`config.mk`:
```
export PLATFORM = sky130hd
export DESIGN_NAME = muller_c_array
export DESIGN_NICKNAME = d
export VERILOG_FILES = /design/src/rtl/muller_c_array.sv
export SDC_FILE = /design/constraint.sdc
export NUM_CORES = 1
export LEC_CHECK = 0
export CORE_AREA = 4 4 109 111
export CTS_CLUSTER_SIZE = 16
export DETAILED_ROUTE_END_ITERATION = 10
export DIE_AREA = 0 0 113 115
export PLACE_DENSITY = 0.63
export REMOVE_ABC_BUFFERS = 1
export SLEW_MARGIN = 20
export SYNTH_ARGS = -nofsm -noshare
export SYNTH_HDL_FRONTEND = slang
export SYNTH_SLANG_ARGS = --single-unit
```
`constraint.sdc`:
```
create_clock -name clk -period 3.2 [get_ports clk]
set_input_delay 0.8 -clock clk [delete_from_list [all_inputs] [get_ports clk]]
set_output_delay 0.8 -clock clk [all_outputs]
set_load 0.01 [all_outputs]
```
`src/rtl/muller_c_array.sv`:
```
// Bank of clocked N-input Muller C-elements with input synchronisers, per-input
// polarity/enable masks, saturating transition counters and sticky stall flags.
module muller_c_array #(
  parameter int unsigned CHANNELS    = 4,
  parameter int unsigned INPUTS      = 3,
  parameter int unsigned SYNC_STAGES = 2,
  parameter int unsigned CNT_W       = 8,
  parameter int unsigned STALL_CYC   = 16
) (
  input  logic                        clk,
  input  logic                        rst_n,
  input  logic [CHANNELS*INPUTS-1:0]  in_data,
  input  logic [CHANNELS*INPUTS-1:0]  inv_mask,
  input  logic [CHANNELS*INPUTS-1:0]  en_mask,
  input  logic [CHANNELS-1:0]         cnt_clr,
  output logic [CHANNELS-1:0]         c_out,
  output logic [CHANNELS-1:0]         toggle,
  output logic [CHANNELS*CNT_W-1:0]   cnt,
  output logic [CHANNELS-1:0]         stall
);

  localparam int unsigned N    = CHANNELS * INPUTS;
  localparam int unsigned SC_W = $clog2(STALL_CYC + 1);

  logic [N-1:0]                       sync_q [SYNC_STAGES];
  logic [N-1:0]                       sync_d [SYNC_STAGES];
  logic [CHANNELS-1:0]                c_out_q, c_out_d;
  logic [CHANNELS-1:0]                toggle_q, toggle_d;
  logic [CHANNELS-1:0][CNT_W-1:0]     cnt_q, cnt_d;
  logic [CHANNELS-1:0]                stall_q, stall_d;
  logic [CHANNELS-1:0][SC_W-1:0]      scnt_q, scnt_d;
  logic [N-1:0]                       eff;
  logic [CHANNELS-1:0]                all1, all0;
  logic [INPUTS-1:0]                  en_c, ef_c;

  always_comb begin
    sync_d[0] = in_data;
    for (int unsigned s = 1; s < SYNC_STAGES; s++) begin
      sync_d[s] = sync_q[s-1];
    end
  end

  always_comb begin
    c_out_d  = c_out_q;
    toggle_d = '0;
    cnt_d    = cnt_q;
    stall_d  = stall_q;
    scnt_d   = scnt_q;
    all1     = '0;
    all0     = '0;
    en_c     = '0;
    ef_c     = '0;
    eff      = sync_q[SYNC_STAGES-1] ^ inv_mask;
    for (int unsigned c = 0; c < CHANNELS; c++) begin
      en_c    = en_mask[c*INPUTS +: INPUTS];
      ef_c    = eff[c*INPUTS +: INPUTS] & en_c;
      all1[c] = (|en_c) && (ef_c == en_c);
      all0[c] = (|en_c) && (ef_c == '0);
      if (all1[c]) begin
        c_out_d[c] = 1'b1;
      end else if (all0[c]) begin
        c_out_d[c] = 1'b0;
      end
      toggle_d[c] = c_out_d[c] ^ c_out_q[c];
      // Clear wins over a same-cycle transition or disagree cycle.
      if (cnt_clr[c]) begin
        cnt_d[c]   = '0;
        scnt_d[c]  = '0;
        stall_d[c] = 1'b0;
      end else begin
        if (toggle_d[c] && (cnt_q[c] != '1)) begin
          cnt_d[c] = cnt_q[c] + CNT_W'(1);
        end
        if ((|en_c) && !all1[c] && !all0[c]) begin
          if (scnt_q[c] != SC_W'(STALL_CYC)) begin
            scnt_d[c] = scnt_q[c] + SC_W'(1);
          end
        end else begin
          scnt_d[c] = '0;
        end
        if (scnt_d[c] == SC_W'(STALL_CYC)) begin
          stall_d[c] = 1'b1;
        end
      end
    end
  end

  always_ff @(posedge clk or negedge rst_n) begin
    if (!rst_n) begin
      for (int unsigned s = 0; s < SYNC_STAGES; s++) begin
        sync_q[s] <= '0;
      end
      c_out_q  <= '0;
      toggle_q <= '0;
      cnt_q    <= '0;
      stall_q  <= '0;
      scnt_q   <= '0;
    end else begin
      sync_q   <= sync_d;
      c_out_q  <= c_out_d;
      toggle_q <= toggle_d;
      cnt_q    <= cnt_d;
      stall_q  <= stall_d;
      scnt_q   <= scnt_d;
    end
  end

  assign c_out  = c_out_q;
  assign toggle = toggle_q;
  assign cnt    = cnt_q;
  assign stall  = stall_q;

endmodule
```
==> results_dict.tcl, run 1 <==
set metrics [dict create \
    p_switching_w 0.000677 \
    start_kind "input port" \
    switching_share 0.254 \
    busiest_layer "met2" \
    hold_path.class "reg2reg" \
    first_pass_iters 6 \
    required_ps 3470 \
    clock_skew_ps 9.15 \
    cts_tree "built" \
    yosys.cell_count.top_type "dfrtp_1" \
    drtIter0Drc 114 \
    antenna_found_initial 1 \
    cts_setup_buffers 0 \
    die_area_mm2 0.0130 \
    grt.total_usage 0.143 \
    p_seq_frac 0.467 \
    grt_pass1_vias 3372 \
    fin_crit_sh 0.816 \
    nets 577 \
    cts_buffer_depth 2 \
    clockRootBuffer "clkbuf_8" \
    fin_crit_ps 2610 \
    yosysUniqueCellTypes 55 \
    yosysWarningCount 0 \
    yosysTopAreaCell "dfrtp_1" \
    min-delay-start "sync_d[2]" \
    multi_input_area_mm2 0.00196 \
    power.share.clock 0.354 \
    area_growth_syn_to_layout_pct 30.2 \
    avgSynthCellArea_um2 10.1 \
    maxSlewHeadroom 0.623 \
    grtUsageMet3 0.0458 \
    diodes 0 \
    tightest_slew_ps 565 \
    finalWeightedCongestion 0.826 \
    grt_pass1_wl_um 15300 \
    power.density_mw_per_mm2 475 \
    numPortBuffers 85 \
    synthesis.area_mm2 0.00430 \
    wl_per_cell_um 13.4 \
    drive_gt1_frac 0.0644 \
    clkTransAtPathRegs_ps 90 \
    async_flop_share 1.00 \
    die_w_um 113 \
    synth.area.top_cells "dfrtp_1 (51%), xnor2_1 (5.7%), nor2_1 (4.7%), ha_1 (3.5%), a21oi_1 (3.1%)" \
    crit_family "simple AND/OR/NAND/NOR gates" \
    vias_per_cell 5.11 \
    grt_max_degree 51 \
    hpwl_um 6600 \
    arrival_ps 2880 \
    grt_overflow 0 \
    num_rows 38 \
    leakagePower_nw 2.37 \
    fin_setup_tns_ps 0 \
    p_int_w 0.00199 \
    ant_nets 0 \
    crit_chain "clkdlybuf4s50_1 > xnor2_1 > a222oi_1 > nand3b_2 > and2_4 > or4_1 > a21oi_1" \
    setup_viol 0 \
    start_util 0.399 \
    cts_made_buffers 9 \
    h-tree-depth 3 \
    globalRouteMet2Util 0.239 \
    cts.sinks 88 \
    ctsHoldBuffers 0 \
    max-cap-violations 0 \
    status "finished, final reports clean" \
    dpl_worst_slack_ps 228 \
    max_stage_delay_ps 570 \
    die_y_um 115 \
    grt_setup_unrepaired "false" \
    startpoint "inv_mask[7]" \
    pin_count 86 \
    combPwrFrac 0.179 \
    clk_latency_ps 340 \
    synth_edf_count 0 \
    worst_ir_drop_vdd_mv 0.250 \
    drt-total-wl_um 8970 \
    end_kind "flop" \
    slowest_stage "a222oi_1" \
    ff_latch_area_mm2 0.00220 \
    core_area_mm2 0.0108 \
    ys_seq_area_frac 0.512 \
    cts_resized 0 \
    synth_ff_type "dfrtp_1" \
    synth_common_cells "dfrtp_1 (88), nor2_1 (54), inv_1 (33)" \
    finalHoldViolations 0 \
    maxSlewViolCount 0 \
    reg2reg_from "scnt_q[15]" \
    ys_ff_latch 88 \
    layout_setup_ws_ps 590 \
    syn-instance-count 428 \
    route.detailed.drc 0 \
    critPathKind "in2reg" \
    power.total_w 0.00266 \
    met1_usage 0.180 \
    critical_path_buf_inv_count 1 \
    synth_top_cell_area_share 0.512 \
    vias 3415 \
    fmax_mhz 383 \
    cp_max_fo 3 \
    n_fill_cell 951 \
]
## cells in the final DEF (no fill, tap or decap), types with 4 or more instances in the layout
cell and instances:
a211oi_1 7, a21oi_1 27, a22oi_1 4, a31oi_1 5, and3_1 8, buf_4 4
clkbuf_8 11, clkdlybuf4s50_1 84, dfrtp_1 88, ha_1 12, inv_1 33, mux2_2 5
mux2i_1 6, nand2_1 21, nand2b_1 8, nand3_1 26, nand4_1 5, nor2_1 54
nor2b_1 10, nor3_1 8, o21ai_0 4, or3_1 4, xnor2_1 28, xor2_1 13
## logic make-up (layout without fill, tap and decap cells)
kind of cell | after synthesis | count (layout) | share of synthesized area
fa+ha+maj | 12 | 12 | 0.0349
xor+xnor | 41 | 41 | 0.0834
compound gates | 75 | 75 | 0.119
mux | 11 | 11 | 0.0270
buf+inv | 38 | 138 | 0.0331
flops | 88 | 88 | 0.512
simple gates | 163 | 163 | 0.191
## power groups by stage
stage	Combinational (W)	Sequential [W]	Clock (W)
2_1_floorplan	0.000221	0.00128	0
3_3_place_gp	0.000467	0.00126	0
3_5_place_dp	0.000479	0.00127	0
4_1_cts	0.000483	0.00125	0.000975
5_1_grt	0.000530	0.00126	0.00103
6_report	0.000476	0.00124	0.000943
## flip-flops by register name, summed over array words and instances (netlist names)
register,cells
sync_d,12
c_out,4
scnt_q,20
stall,4
toggle,4
sync_q,12
cnt,32
## through the flow
stage / instances / area (um2) / hold slack (ps) / util
floorplan: 423 / 4290 / 331 / -
finish: 668 / 5610 / 353 / 0.519
detailed placement: 652 / 5350 / 335 / 0.496
global route: 668 / 5610 / 363 / 0.519
global placement: 652 / 5350 / 333 / 0.496
CTS: 668 / 5610 / 354 / 0.519
## worst paths after layout
check | to | slack (ps) | cells past startpoint
setup reg to reg | stall[3] | 1080 | 7
min in group asynchronous | sync_d[9] | 410 | 1
setup / recovery | cnt[21] | 590 | 7
max in group asynchronous | cnt[22] | 2150 | 2
hold reg to reg | sync_q[2] | 350 | 0
hold / removal | sync_q[2] | 350 | 0
## routing by layer
| metal | part of all wire | up-vias | routed length [um] |
|---|---|---|---|
| met5 | 0.0014 | - | 13 |
| met4 | 0.0064 | 2 | 57 |
| met3 | 0.059 | 8 | 530 |
| met2 | 0.49 | 71 | 4360 |
| met1 | 0.45 | 1653 | 4010 |
| li1 | - | 1681 | - |
## layout make-up
type,count,area share
tap,140,0.0312
multi-input combinational,302,0.350
clock inverter,5,0.0183
timing repair buffer,89,0.159
inverter,33,0.0221
sequential,88,0.393
clock buffer,11,0.0270
Note: power is estimated with default switching activity, not from simulation.
==> inputs of run 2 (changes only) <==
- PLACE_DENSITY: 0.63 -> 0.65
- clock period: 3.2 -> 2.2 ns (I/O delays scaled with it)
==> run 2 against run 1 <==
Effect of this change: first-iteration DRC count decreased by 0.88%; combinational power is 72% higher; via count up 3.2%; register-to-register slack got worse by 900 ps; final area up 6.0%; wire length increased by 5.0%; final cell count grew 5.2%; global-route usage up 0.61 points; total power rose by 41%; hold slack got worse by 200 ps; critical path type unchanged; critical endpoint is now cnt[28].
==> results_dict.tcl, run 2 (synthesis results as in run 1) <==
set metrics [dict create \
    status "finished, final reports clean" \
    reg2reg_depth 6 \
    h-tree-depth 3 \
    ctsHoldBuffers 0 \
    die_w_um 113 \
    antenna_found_initial 0 \
    drtIter0Drc 113 \
    largest_reg_flops 32 \
    start_kind "input port" \
    arrival_ps 2390 \
    finalWeightedCongestion 0.867 \
    nets 611 \
    rrSetupSlack_ps 180 \
    pin_count 86 \
    clk_latency_ps 340 \
    hpwl_um 7010 \
    num_rows 38 \
    fin_crit_sh 0.983 \
    grt_setup_unrepaired "true" \
    maxSlewHeadroom 0.673 \
    ant_nets 0 \
    cts_made_buffers 9 \
    clkTransAtPathRegs_ps 90 \
    drt-total-wl_um 9430 \
    tightest_slew_ps 490 \
    grt_max_degree 37 \
    start_util 0.399 \
    cp.depth 8 \
    fmax_mhz 462 \
    r2r-end "cnt[21]" \
    numPortBuffers 85 \
    leakagePower_nw 2.58 \
    fin_setup_tns_ps 0 \
    cts.sinks 88 \
    grt.total_usage 0.149 \
    fin_crit_ps 2160 \
    worst_ir_drop_vdd_mv 0.359 \
    power.density_mw_per_mm2 631 \
    critical_path_buf_inv_count 2 \
    end_kind "flop" \
    stdcell_count 703 \
    clock_skew_ps 12.9 \
    route.detailed.drc 0 \
    die_y_um 115 \
    hold_path.class "in2async" \
    layout_common_cells "dfrtp_1 (88), clkdlybuf4s50_1 (79), nor2_1 (54)" \
    setup_viol 0 \
    crit_chain "clkdlybuf4s50_1 > xor2_1 > o22a_1 > nand3_2 > a221oi_2 > buf_4 > nand3_1 > mux2_2" \
    wl_per_cell_um 13.4 \
    area_growth_syn_to_layout_pct 38.1 \
    required_ps 2430 \
    vias 3524 \
    cp_max_fo 5 \
    wl_met2_um 4680 \
    cts_buffer_depth 2 \
    maxSlewViolCount 0 \
    dpl.cell_count 681 \
    layout_setup_ws_ps 36.9 \
    wl_met1_um 4230 \
    clockRootBuffer "clkbuf_8" \
    die_area_mm2 0.0130 \
    first_pass_iters 4 \
    grt_pass1_wl_um 16100 \
    finalHoldViolations 0 \
    reg2reg_from "sync_q[7]" \
    slowest_stage "clkdlybuf4s50_1" \
    max-cap-violations 0 \
    routed.top_layer "met4" \
    final_common_cell "dfrtp_1" \
    grt_overflow 0 \
    power.total_w 0.00375 \
    drive_gt1_frac 0.155 \
    dr_wl_met3_um 413 \
    dpl_worst_slack_ps -499 \
    critPathKind "in2reg" \
    grt_pass1_vias 3575 \
    vias_per_cell 5.01 \
    cts_tree "built" \
    core_area_mm2 0.0108 \
    max_stage_delay_ps 470 \
    crit_family "buffers and inverters" \
    n_fill_cell 958 \
]
run 2: repair_timing:
item | CTS | global route
setup buffers | 1 | 4
endpoints found under the hold margin | 0 | 0
endpoints found under the setup margin | 4 | 24
gates resized for setup | 2 | 23
cloned | 0 | 0
pin swaps | 1 | 7
run 2: how the worst max path moves through the flow:
stage,start,to,slack (ps)
global route,inv_mask[2],cnt[1],-50
global placement,inv_mask[7],cnt[21],-460
CTS,inv_mask[7],cnt[21],-20
floorplan,inv_mask[7],cnt[21],-20
finish,inv_mask[9],cnt[28],40
detailed placement,inv_mask[7],cnt[21],-500
run 2: cell type report:
cell class / count / area, um2 / area share
Tap cell: 140 / 175 / 0.0295
Antenna cell: 1 / 2.50 / 0.000421
Sequential cell: 88 / 2200 / 0.371
Clock inverter: 6 / 68.8 / 0.0116
Timing Repair Buffer: 123 / 1160 / 0.196
Clock buffer: 10 / 138 / 0.0232
Multi-Input combinational cell: 302 / 2070 / 0.348
Inverter: 33 / 124 / 0.0208
run 2: where the power goes:
part | internal, W | leakage [nW] | total (W) | switching (W)
registers | 0.00171 | 1.15 | 0.00181 | 0.0000998
clock network | 0.000557 | 0.0907 | 0.00112 | 0.000558
logic | 0.000449 | 1.34 | 0.000818 | 0.000369
total | 0.00272 | 2.58 | 0.00375 | 0.00103
run 2: metal layers:
| metal | up-vias | global-route usage |
|---|---|---|
| met5 | - | 0 |
| met4 | 0 | 0.0473 |
| met1 | 1705 | 0.187 |
| li1 | 1740 | - |
| met3 | 11 | 0.0368 |
| met2 | 68 | 0.255 |
run 2: metrics by stage:
step | utilization | hold slack [ps] | cell area [um2]
finish | 0.551 | 157 | 5940
global route | 0.550 | 174 | 5940
CTS | 0.537 | 167 | 5790
detailed placement | 0.516 | 335 | 5570
global placement | 0.516 | 333 | 5570
floorplan | - | 254 | 4290
run 2: worst reg2reg max path, delay by kind of cell (launching register included):
family	cells	cell delay [ps]
AND/OR/NAND/NOR	3	800
AO/OA/AOI/OAI	2	630
flip-flops	1	390
XOR/XNOR	1	140
